<file path="src/rtl/sat_pkg.sv">
// ---------------------------------------------------------------------------
// sat_pkg
// Shared definitions for the WalkSAT datapath (flip_scheduler and
// Heuristic_Selector).
//   NSAT                          literals per clause
//   NSAT_BITS                     width of a literal index
//   MAX_CLAUSES_PER_VARIABLE_BITS width of a break value
//   VAR_BITS                      width of a variable index
//   sched_state_e                 flip_scheduler sequencing states
// ---------------------------------------------------------------------------
package sat_pkg;

    localparam int NSAT                          = 3;
    localparam int NSAT_BITS                     = 2;
    localparam int MAX_CLAUSES_PER_VARIABLE_BITS = 5;
    localparam int VAR_BITS                      = 10;

    typedef enum logic [3:0] {
        ST_IDLE    = 4'd0,
        ST_FETCH0  = 4'd1,
        ST_FETCH1  = 4'd2,
        ST_FETCH2  = 4'd3,
        ST_FEED0   = 4'd4,
        ST_FEED1   = 4'd5,
        ST_FEED2   = 4'd6,
        ST_CAPTURE = 4'd7,
        ST_ISSUE   = 4'd8
    } sched_state_e;

endpackage

</file>
<file path="src/rtl/flip_budget_counter.sv">
// ---------------------------------------------------------------------------
// flip_budget_counter
// Counts completed flips (saturating) and raises a sticky timeout once the
// count reaches a non-zero budget.
//   clk, reset     clock / asynchronous active-high reset
//   restart_i      synchronous clear of count and timeout (beats inc_i)
//   inc_i          one completed flip this cycle
//   max_flips_i    budget, 0 = unlimited; compared on every increment
//   count_o        completed flips
//   timeout_o      sticky budget-exhausted flag
// ---------------------------------------------------------------------------
module flip_budget_counter #(
    parameter int FLIP_BITS = 32
) (
    input  logic                 clk,
    input  logic                 reset,
    input  logic                 restart_i,
    input  logic                 inc_i,
    input  logic [FLIP_BITS-1:0] max_flips_i,
    output logic [FLIP_BITS-1:0] count_o,
    output logic                 timeout_o
);

    logic [FLIP_BITS-1:0] count_reg, count_next;
    logic                 timeout_reg, timeout_next;

    always_comb begin
        count_next   = count_reg;
        timeout_next = timeout_reg;
        if (restart_i) begin
            count_next   = '0;
            timeout_next = 1'b0;
        end else if (inc_i) begin
            // Saturate rather than wrap so a huge run never looks fresh.
            if (count_reg != '1) begin
                count_next = count_reg + 1'b1;
            end
            // The compare uses the post-increment value, so the flag rises
            // together with the count that reached the budget.
            if ((max_flips_i != '0) && (count_next >= max_flips_i)) begin
                timeout_next = 1'b1;
            end
        end
    end

    always_ff @(posedge clk or posedge reset) begin
        if (reset) begin
            count_reg   <= '0;
            timeout_reg <= 1'b0;
        end else begin
            count_reg   <= count_next;
            timeout_reg <= timeout_next;
        end
    end

    assign count_o   = count_reg;
    assign timeout_o = timeout_reg;

endmodule

</file>
<file path="src/rtl/flip_scheduler.sv">
// ---------------------------------------------------------------------------
// flip_scheduler
// Sequences one WalkSAT flip decision per unsatisfied clause: fetches the
// break value of each literal, streams them to the Heuristic_Selector on
// three back-to-back cycles, captures the selected literal and offers the
// variable to the flip unit. Completed flips are counted against a budget.
//   clk, reset             clock / asynchronous active-high reset
//   restart_i              synchronous abort + counter/timeout clear
//   max_flips_i            flip budget (0 = unlimited)
//   clause_*               clause input handshake (literal 0 in LSBs)
//   bv_*                   break-value unit request/response
//   random_i               PRNG word forwarded to the selector
//   hs_*                   selector feed and selector result
//   flip_*                 flip decision handshake to the flip unit
//   flip_count_o           completed flips
//   timeout_o              sticky budget-exhausted flag
// ---------------------------------------------------------------------------
module flip_scheduler #(
    parameter int NSAT                          = sat_pkg::NSAT,
    parameter int NSAT_BITS                     = sat_pkg::NSAT_BITS,
    parameter int MAX_CLAUSES_PER_VARIABLE_BITS = sat_pkg::MAX_CLAUSES_PER_VARIABLE_BITS,
    parameter int VAR_BITS                      = sat_pkg::VAR_BITS,
    parameter int FLIP_BITS                     = 32
) (
    input  logic                                     clk,
    input  logic                                     reset,
    input  logic                                     restart_i,
    input  logic [FLIP_BITS-1:0]                     max_flips_i,
    input  logic                                     clause_valid_i,
    input  logic [NSAT*VAR_BITS-1:0]                 clause_vars_i,
    output logic                                     clause_ready_o,
    output logic                                     bv_req_o,
    output logic [VAR_BITS-1:0]                      bv_var_o,
    input  logic                                     bv_valid_i,
    input  logic [MAX_CLAUSES_PER_VARIABLE_BITS-1:0] bv_i,
    input  logic [31:0]                              random_i,
    output logic [NSAT_BITS-1:0]                     hs_current_flip_o,
    output logic [MAX_CLAUSES_PER_VARIABLE_BITS-1:0] hs_break_value_o,
    output logic [31:0]                              hs_random_o,
    input  logic [NSAT_BITS-1:0]                     hs_selected_flip_i,
    input  logic                                     hs_random_selection_i,
    output logic                                     flip_valid_o,
    output logic [VAR_BITS-1:0]                      flip_var_o,
    output logic                                     flip_random_o,
    input  logic                                     flip_ready_i,
    output logic [FLIP_BITS-1:0]                     flip_count_o,
    output logic                                     timeout_o
);

    import sat_pkg::*;

    sched_state_e state_reg, state_next;

    logic [VAR_BITS-1:0]                      clause_var [NSAT];
    logic [VAR_BITS-1:0]                      var_reg    [NSAT];
    logic [MAX_CLAUSES_PER_VARIABLE_BITS-1:0] bv_reg     [NSAT];

    logic                 fetch_active, feed_active;
    logic [NSAT_BITS-1:0] fetch_idx, feed_idx;
    logic                 clause_fire, flip_fire;
    logic [VAR_BITS-1:0]  selected_var;
    logic [VAR_BITS-1:0]  flip_var_reg;
    logic                 flip_random_reg;

    assign clause_ready_o = (state_reg == ST_IDLE) && !timeout_o;
    assign clause_fire    = clause_valid_i && clause_ready_o && !restart_i;
    assign flip_valid_o   = (state_reg == ST_ISSUE);
    assign flip_fire      = flip_valid_o && flip_ready_i;

    // Decode which literal (if any) is being fetched or fed this cycle.
    always_comb begin
        fetch_active = 1'b0;
        fetch_idx    = '0;
        feed_active  = 1'b0;
        feed_idx     = '0;
        case (state_reg)
            ST_FETCH0: begin fetch_active = 1'b1; fetch_idx = NSAT_BITS'(0); end
            ST_FETCH1: begin fetch_active = 1'b1; fetch_idx = NSAT_BITS'(1); end
            ST_FETCH2: begin fetch_active = 1'b1; fetch_idx = NSAT_BITS'(2); end
            ST_FEED0:  begin feed_active  = 1'b1; feed_idx  = NSAT_BITS'(0); end
            ST_FEED1:  begin feed_active  = 1'b1; feed_idx  = NSAT_BITS'(1); end
            ST_FEED2:  begin feed_active  = 1'b1; feed_idx  = NSAT_BITS'(2); end
            default: ;
        endcase
    end

    always_comb begin
        state_next = state_reg;
        if (restart_i) begin
            state_next = ST_IDLE;
        end else begin
            case (state_reg)
                ST_IDLE:    if (clause_fire) state_next = ST_FETCH0;
                ST_FETCH0:  if (bv_valid_i)  state_next = ST_FETCH1;
                ST_FETCH1:  if (bv_valid_i)  state_next = ST_FETCH2;
                ST_FETCH2:  if (bv_valid_i)  state_next = ST_FEED0;
                // The feed phase never stalls: the selector expects three
                // consecutive literals.
                ST_FEED0:   state_next = ST_FEED1;
                ST_FEED1:   state_next = ST_FEED2;
                ST_FEED2:   state_next = ST_CAPTURE;
                ST_CAPTURE: state_next = ST_ISSUE;
                ST_ISSUE:   if (flip_ready_i) state_next = ST_IDLE;
                default:    state_next = ST_IDLE;
            endcase
        end
    end

    always_ff @(posedge clk or posedge reset) begin
        if (reset) begin
            state_reg <= ST_IDLE;
        end else begin
            state_reg <= state_next;
        end
    end

    // Per-literal operand registers: variable index loaded on accept, break
    // value loaded when its own fetch completes.
    genvar gi;
    generate
        for (gi = 0; gi < NSAT; gi++) begin : g_literal
            assign clause_var[gi] = clause_vars_i[gi*VAR_BITS +: VAR_BITS];

            always_ff @(posedge clk or posedge reset) begin
                if (reset) begin
                    var_reg[gi] <= '0;
                end else if (clause_fire) begin
                    var_reg[gi] <= clause_var[gi];
                end
            end

            always_ff @(posedge clk or posedge reset) begin
                if (reset) begin
                    bv_reg[gi] <= '0;
                end else if (!restart_i && fetch_active && bv_valid_i &&
                             (fetch_idx == NSAT_BITS'(gi))) begin
                    bv_reg[gi] <= bv_i;
                end
            end
        end
    endgenerate

    assign bv_req_o          = fetch_active;
    assign bv_var_o          = fetch_active ? var_reg[fetch_idx] : '0;
    assign hs_current_flip_o = feed_idx;
    assign hs_break_value_o  = feed_active ? bv_reg[feed_idx] : '0;
    // The selector latches the random word itself during the last feed cycle.
    assign hs_random_o       = (state_reg == ST_FEED2) ? random_i : 32'd0;

    // A select value beyond the last literal falls back to literal 0.
    assign selected_var = (hs_selected_flip_i < NSAT_BITS'(NSAT)) ?
                          var_reg[hs_selected_flip_i] : var_reg[0];

    always_ff @(posedge clk or posedge reset) begin
        if (reset) begin
            flip_var_reg    <= '0;
            flip_random_reg <= 1'b0;
        end else if (restart_i) begin
            flip_var_reg    <= '0;
            flip_random_reg <= 1'b0;
        end else if (state_reg == ST_CAPTURE) begin
            flip_var_reg    <= selected_var;
            flip_random_reg <= hs_random_selection_i;
        end
    end

    assign flip_var_o    = flip_var_reg;
    assign flip_random_o = flip_random_reg;

    flip_budget_counter #(
        .FLIP_BITS (FLIP_BITS)
    ) u_budget (
        .clk         (clk),
        .reset       (reset),
        .restart_i   (restart_i),
        .inc_i       (flip_fire),
        .max_flips_i (max_flips_i),
        .count_o     (flip_count_o),
        .timeout_o   (timeout_o)
    );

endmodule
</file>
<file path="config.mk">
export PLATFORM = sky130hd
export DESIGN_NAME = flip_scheduler
export DESIGN_NICKNAME = d
export VERILOG_FILES = /design/src/rtl/sat_pkg.sv /design/src/rtl/flip_budget_counter.sv /design/src/rtl/flip_scheduler.sv
export SDC_FILE = /design/constraint.sdc
export NUM_CORES = 1
export LEC_CHECK = 0
export CORE_MARGIN = 2
export CORE_UTILIZATION = 48
export DETAILED_ROUTE_END_ITERATION = 16
export PLACE_DENSITY = 0.9
export SLEW_MARGIN = 10
export SYNTH_ARGS = -nofsm -noshare
export SYNTH_HDL_FRONTEND = slang
export SYNTH_SLANG_ARGS = --single-unit
</file>
<file path="constraint.sdc">
create_clock -name clk -period 4.42 [get_ports clk]
set_clock_uncertainty 0.1 [all_clocks]
set_input_delay 0.663 -clock clk [delete_from_list [all_inputs] [get_ports clk]]
set_output_delay 0.663 -clock clk [all_outputs]
set_load 0.01 [all_outputs]
</file>
## Yosys cells after proc, flatten, opt, wreduce, memory -nomap -nowiden

Index checks and enable logic that the tools add are counted.

- Register bits after elaboration: 93
- Bits in latches: 0
- RAM bits: 0
- Bits in read-only memories: 0
- Bits of input ports: 108
- Logic and storage cells: 94
- Memories: 0

- Add/subtract/negate cells: 1
- $mul: 0
- Div/mod/pow operators: 0
- Magnitude comparators: 5
- Equality and inequality tests: 16
- Shift-type cells: 0
- Mux-type cells: 36
- Bitwise gates (word level): 3
- Reductions and logical operators: 22

Operators with widths:

| operator | count |
|---|---|
| $mux W32 | 6 |
| $mux W10 | 8 |
| $bmux W10 S2 | 2 |
| $pmux W4 S9 | 1 |
| $add A32 B1 Y32 const B | 1 |
| $ge A32 B32 Y1 | 1 |
| $ne A32 B32 Y1 const B | 1 |
| $reduce_bool A32 Y1 | 1 |
| $mux W4 | 6 |
| $eq A4 B3 Y1 const B | 4 |
| $mux W5 | 3 |
| $ne A3 B3 Y1 const B | 4 |
| $bmux W5 S2 | 1 |
| $logic_and A1 B1 Y1 | 10 |
| $ge A3 B3 Y1 const B | 3 |
| $not A2 Y3 | 3 |
| $eq A4 B2 Y1 const B | 2 |
| $pmux W2 S2 | 2 |
| $mux W1 | 7 |
| $reduce_bool A2 Y1 | 3 |
| $reduce_or A3 Y1 | 2 |
| $reduce_and A5 Y1 | 1 |
| $eq A4 B1 Y1 const B | 1 |
| $eq A4 B4 Y1 const B | 1 |
| other kinds (8) | 9 |

## Longest topological paths before layout

- Depth after elaboration: 9
- Gate-level depth with buffers: 15
- Mapped depth without buffers: 12

## Hierarchy

A second synthesis with hierarchy kept.

- Cells, all modules: 702
- Area, all modules: 6546.3 µm²

By module, submodules not included:

| module | instances | cells an instance | area an instance (µm²) | sequential area each (µm²) |
|---|---|---|---|---|
| flip_budget_counter | 1 | 414 | 3369.5 | 825.8 |
| flip_scheduler | 1 | 288 | 3176.8 | 1501.4 |

## Worst setup path after synthesis

No wires, ideal clock.

- Path kind: reg2reg
- From: register u_budget.count_reg[0], in the netlist u_budget.count_o[0]
- To: register u_budget.timeout_reg, in the netlist u_budget.timeout_o
- Setup time: 0.082 ns
- Data arrival time: 3.467 ns
- Required time: 4.238 ns
- Slack: 0.771 ns
- Cell stages (with the launch flop): 15
- Cells stage by stage: dfrtp_1 -> ha_1 -> nand2_1 -> or3_1 -> buf_6 -> nor4_4 -> buf_6 -> buf_4 -> nor3_1 -> xor2_1 -> ha_1 -> nand4_1 -> or4_1 -> or3_1 -> o22ai_1

- Cells in the longest elaborated chain, start to end: 8

Ends and longest elaborated chain:

| item | line | source |
|---|---|---|
| start, declared | flip_budget_counter.sv:24 | `logic [FLIP_BITS-1:0] count_reg, count_next;` |
| start signal, assigned | flip_budget_counter.sv:51 | `count_reg <= count_next;` |
| $add A32 B1 Y32 or $ne A32 B32 Y1 (tied branches) | flip_budget_counter.sv:36, flip_budget_counter.sv:35 |  |
| $mux W32 * | flip_budget_counter.sv:35 | `if (count_reg != '1) begin` |
| $mux W32 * | flip_budget_counter.sv:33 | `end else if (inc_i) begin` |
| $mux W32 * | flip_budget_counter.sv:30 | `if (restart_i) begin` |
| $ge A32 B32 Y1 * | flip_budget_counter.sv:40 | `if ((max_flips_i != '0) && (count_next >= max_flips_i)) begin` |
| $logic_and A1 B1 Y1 * | flip_budget_counter.sv:40 |  |
| $reduce_bool A2 Y1 (no source line) * | n/a |  |
| $reduce_and A2 Y1 (no source line) * | n/a |  |
| end signal, assigned | flip_budget_counter.sv:52 | `timeout_reg <= timeout_next;` |
| end, declared | flip_budget_counter.sv:25 | `logic timeout_reg, timeout_next;` |

Mark *: on every way between the ends. The rest lies on a longest branch, timed or not. The select of a mux whose other input is x is not followed.
A chain may end at the register's enable or synchronous reset.

## Final worst setup path

Same ends and word-level chain as after synthesis.

==> results.cfg <==
[outcome]
status = complete, no violations

[cells_and_area]
largest_reg_flops = 32
layout-drive-gt1-share = 0.123
fillers = 1020
nets = 1036
areaGrowthSynthToFinish_pct = 38.1
fin_cells = 1076
final_core_util = 0.680
diodes = 0

[power]
p_leak_nw = 3.91
p_per_area_nw_per_um2 = 263
ir_drop_mv = 0.258

[detailed_routing]
wire_per_inst_um = 17.7
firstDrtPassIters = 5
met2_length_um = 9080
ant_nets = 0
wl_met3_um = 1700
drt_iter0_markers = 580
routed-via-count = 6276
viasPerCell = 5.83
dr.max_layer_used = met4
drc = 0
wl_um = 19100
wl_met1_um = 7780

[sta]
slew_viol_final = 0
final.setup.tns_ns = 0
rsz0062_at_grt = false
max_slew.worst_pin.slew_ns = 1.11
finalHoldViolations = 0
min_period_ns = 4.02
relSlewSlack = 0.260
finalCritPeriodShare = 0.909
whs_ns = 0.409
fmax_ghz = 0.249
finalSetupViolations = 0

[yosys]
synth_cell_types = 52
syn_area_um2 = 6520
yosys_most_used_dff = dfrtp_1
postSynthCellCount = 702
ys_seq_area_frac = 0.357
syn_nets = 843
async_flop_share = 1.00
avgSynthCellArea_um2 = 9.28
ys_warn_count = 0
synth_edf_count = 0
ys_ff_latch = 93

[setup_path]
path_class = flip-flop to flip-flop
critPathArrivalTime_ns = 4.19
reg2reg_from = u_budget.count_o[0]
crit_start = u_budget.count_o[0]
crit_buf_inv = 2
crit_chain = ha_1, nand2_1, or3_1, nor4_4, buf_4, nor3_1, xor2_1, ha_1, nand4_1, nor2_1, nor4b_1, nor4_1, buf_4, o22ai_1
cp_top_family = simple AND/OR/NAND/NOR gates
max_stage_delay_ns = 0.55
cp_max_fo = 11
cp_data_required_time_ns = 4.59
cp-start-kind = flip-flop
end_kind = flip-flop
crit_slowest_cell = or3_1

[clock_tree]
cts_inserted_buffers = 9
worst_skew_pair.late_latency_ns = 0.35
cts_tree = done
path_clk_slew_ns = 0.07
clkSinkCount = 93
root_buffer = clkbuf_16
cts_setup_buffers = 0
cts_buffer_depth = 2
cts_resized = 0
ctsHoldBuffers = 0
h-tree-depth = 3

[placement]
dp.final_hpwl_um = 14300
post-place-cells = 1060
io_buffer_count = 203
gp_congestion = 0.959

[global_route]
grt_max_degree = 47
grt_pass1_wl_um = 30300
grt_antenna_before_repair = 0
grtUsageTotal = 0.262
first_global_vias = 6112
gr-total-overflow = 0

[hold_path]
min_path_type = flip-flop to flip-flop
hold_start = bv_reg[13]

[die]
die-width_um = 121
row_count = 42
start_util = 0.492
die_area_um2 = 14500
io-pin-count = 204
die_h_um = 121
coreArea_um2 = 13200

[flow_run]
max_cap_viol_count = 0
## cell usage in the layout (no fill, tap or decap), drive strengths merged, types with 9 or more instances in the layout
cell,n
xor2,26
a22o,11
nand4,16
nand2,37
nand3,23
dfrtp,93
clkbuf,11
o31ai,21
nor2,53
nor3,23
o21ai,9
buf,18
mux2,63
a22oi,10
a211oi,9
nor2b,19
or4,23
nor4,20
and2,33
inv,33
a21oi,50
clkdlybuf4s50,203
ha,33
mux2i,13
## per-layer routing
layer  global-route usage  up-vias
li1                     -     2949
met1                0.329     2986
met2                0.429      299
met3               0.0637       42
met4                0.113        0
met5                    0        -
## cell type report
type / count / area (um^2) / area share
Clock buffer: 11 / 243 / 0.0270
Clock inverter: 5 / 43.8 / 0.00487
Inverter: 33 / 125 / 0.0139
Multi-Input combinational cell: 537 / 3870 / 0.430
Sequential cell: 93 / 2330 / 0.259
Tap cell: 176 / 220 / 0.0245
Timing Repair Buffer: 221 / 2170 / 0.241
## synthesized netlist by cell type (23+ instances only)
cell type | instances | share of area
dfrtp_1 | 93 | 0.36
mux2_2 | 59 | 0.10
nor2_1 | 53 | 0.031
a21oi_1 | 50 | 0.038
nand2_1 | 36 | 0.021
and2_1 | 33 | 0.032
ha_1 | 33 | 0.063
inv_1 | 33 | 0.019
clkbuf_1 | 26 | 0.015
xor2_1 | 26 | 0.035
nor3_1 | 23 | 0.018
or4_1 | 23 | 0.026
## where the power goes
group          switching, W  internal [W]  leakage [nW]
combinational      0.000215      0.000322          2.56
sequential        0.0000971      0.000977          1.21
clock              0.000353      0.000403         0.140
## stage by stage
stage	power, W	setup WS, ns	cell area (um^2)
6_report	0.00237	0.404	9000
3_3_place_gp	0.00159	0.575	8710
2_1_floorplan	0.00138	0.771	6520
5_1_grt	0.00247	0.135	9000
3_5_place_dp	0.00162	0.458	8710
4_1_cts	0.00238	0.435	9000
## worst paths after layout
check                      cells past startpoint  slack [ns]              endpoint
min in group asynchronous                      2        0.66   u_budget.count_o[3]
setup / recovery                              14        0.40    u_budget.timeout_o
setup reg to reg                              14        0.40    u_budget.timeout_o
hold reg to reg                                1        0.41            bv_reg[13]
hold / removal                                 1        0.41            bv_reg[13]
max in group asynchronous                      3        2.66  u_budget.count_o[20]
## cell families (layout without fill, tap and decap cells)
group                      count (synthesis)  after routing  synth area share
adders and majority gates                 33             33            0.0634
AOI/OAI and AO/OA                        123            123             0.122
muxes                                     76             76             0.130
DFF                                       93             93             0.357
and+or+nand+nor                          275            275             0.238
xor gates and xnor gates                  30             30            0.0403
buffers and inverters                     72            270            0.0484
(Power assumes the default switching activity.)
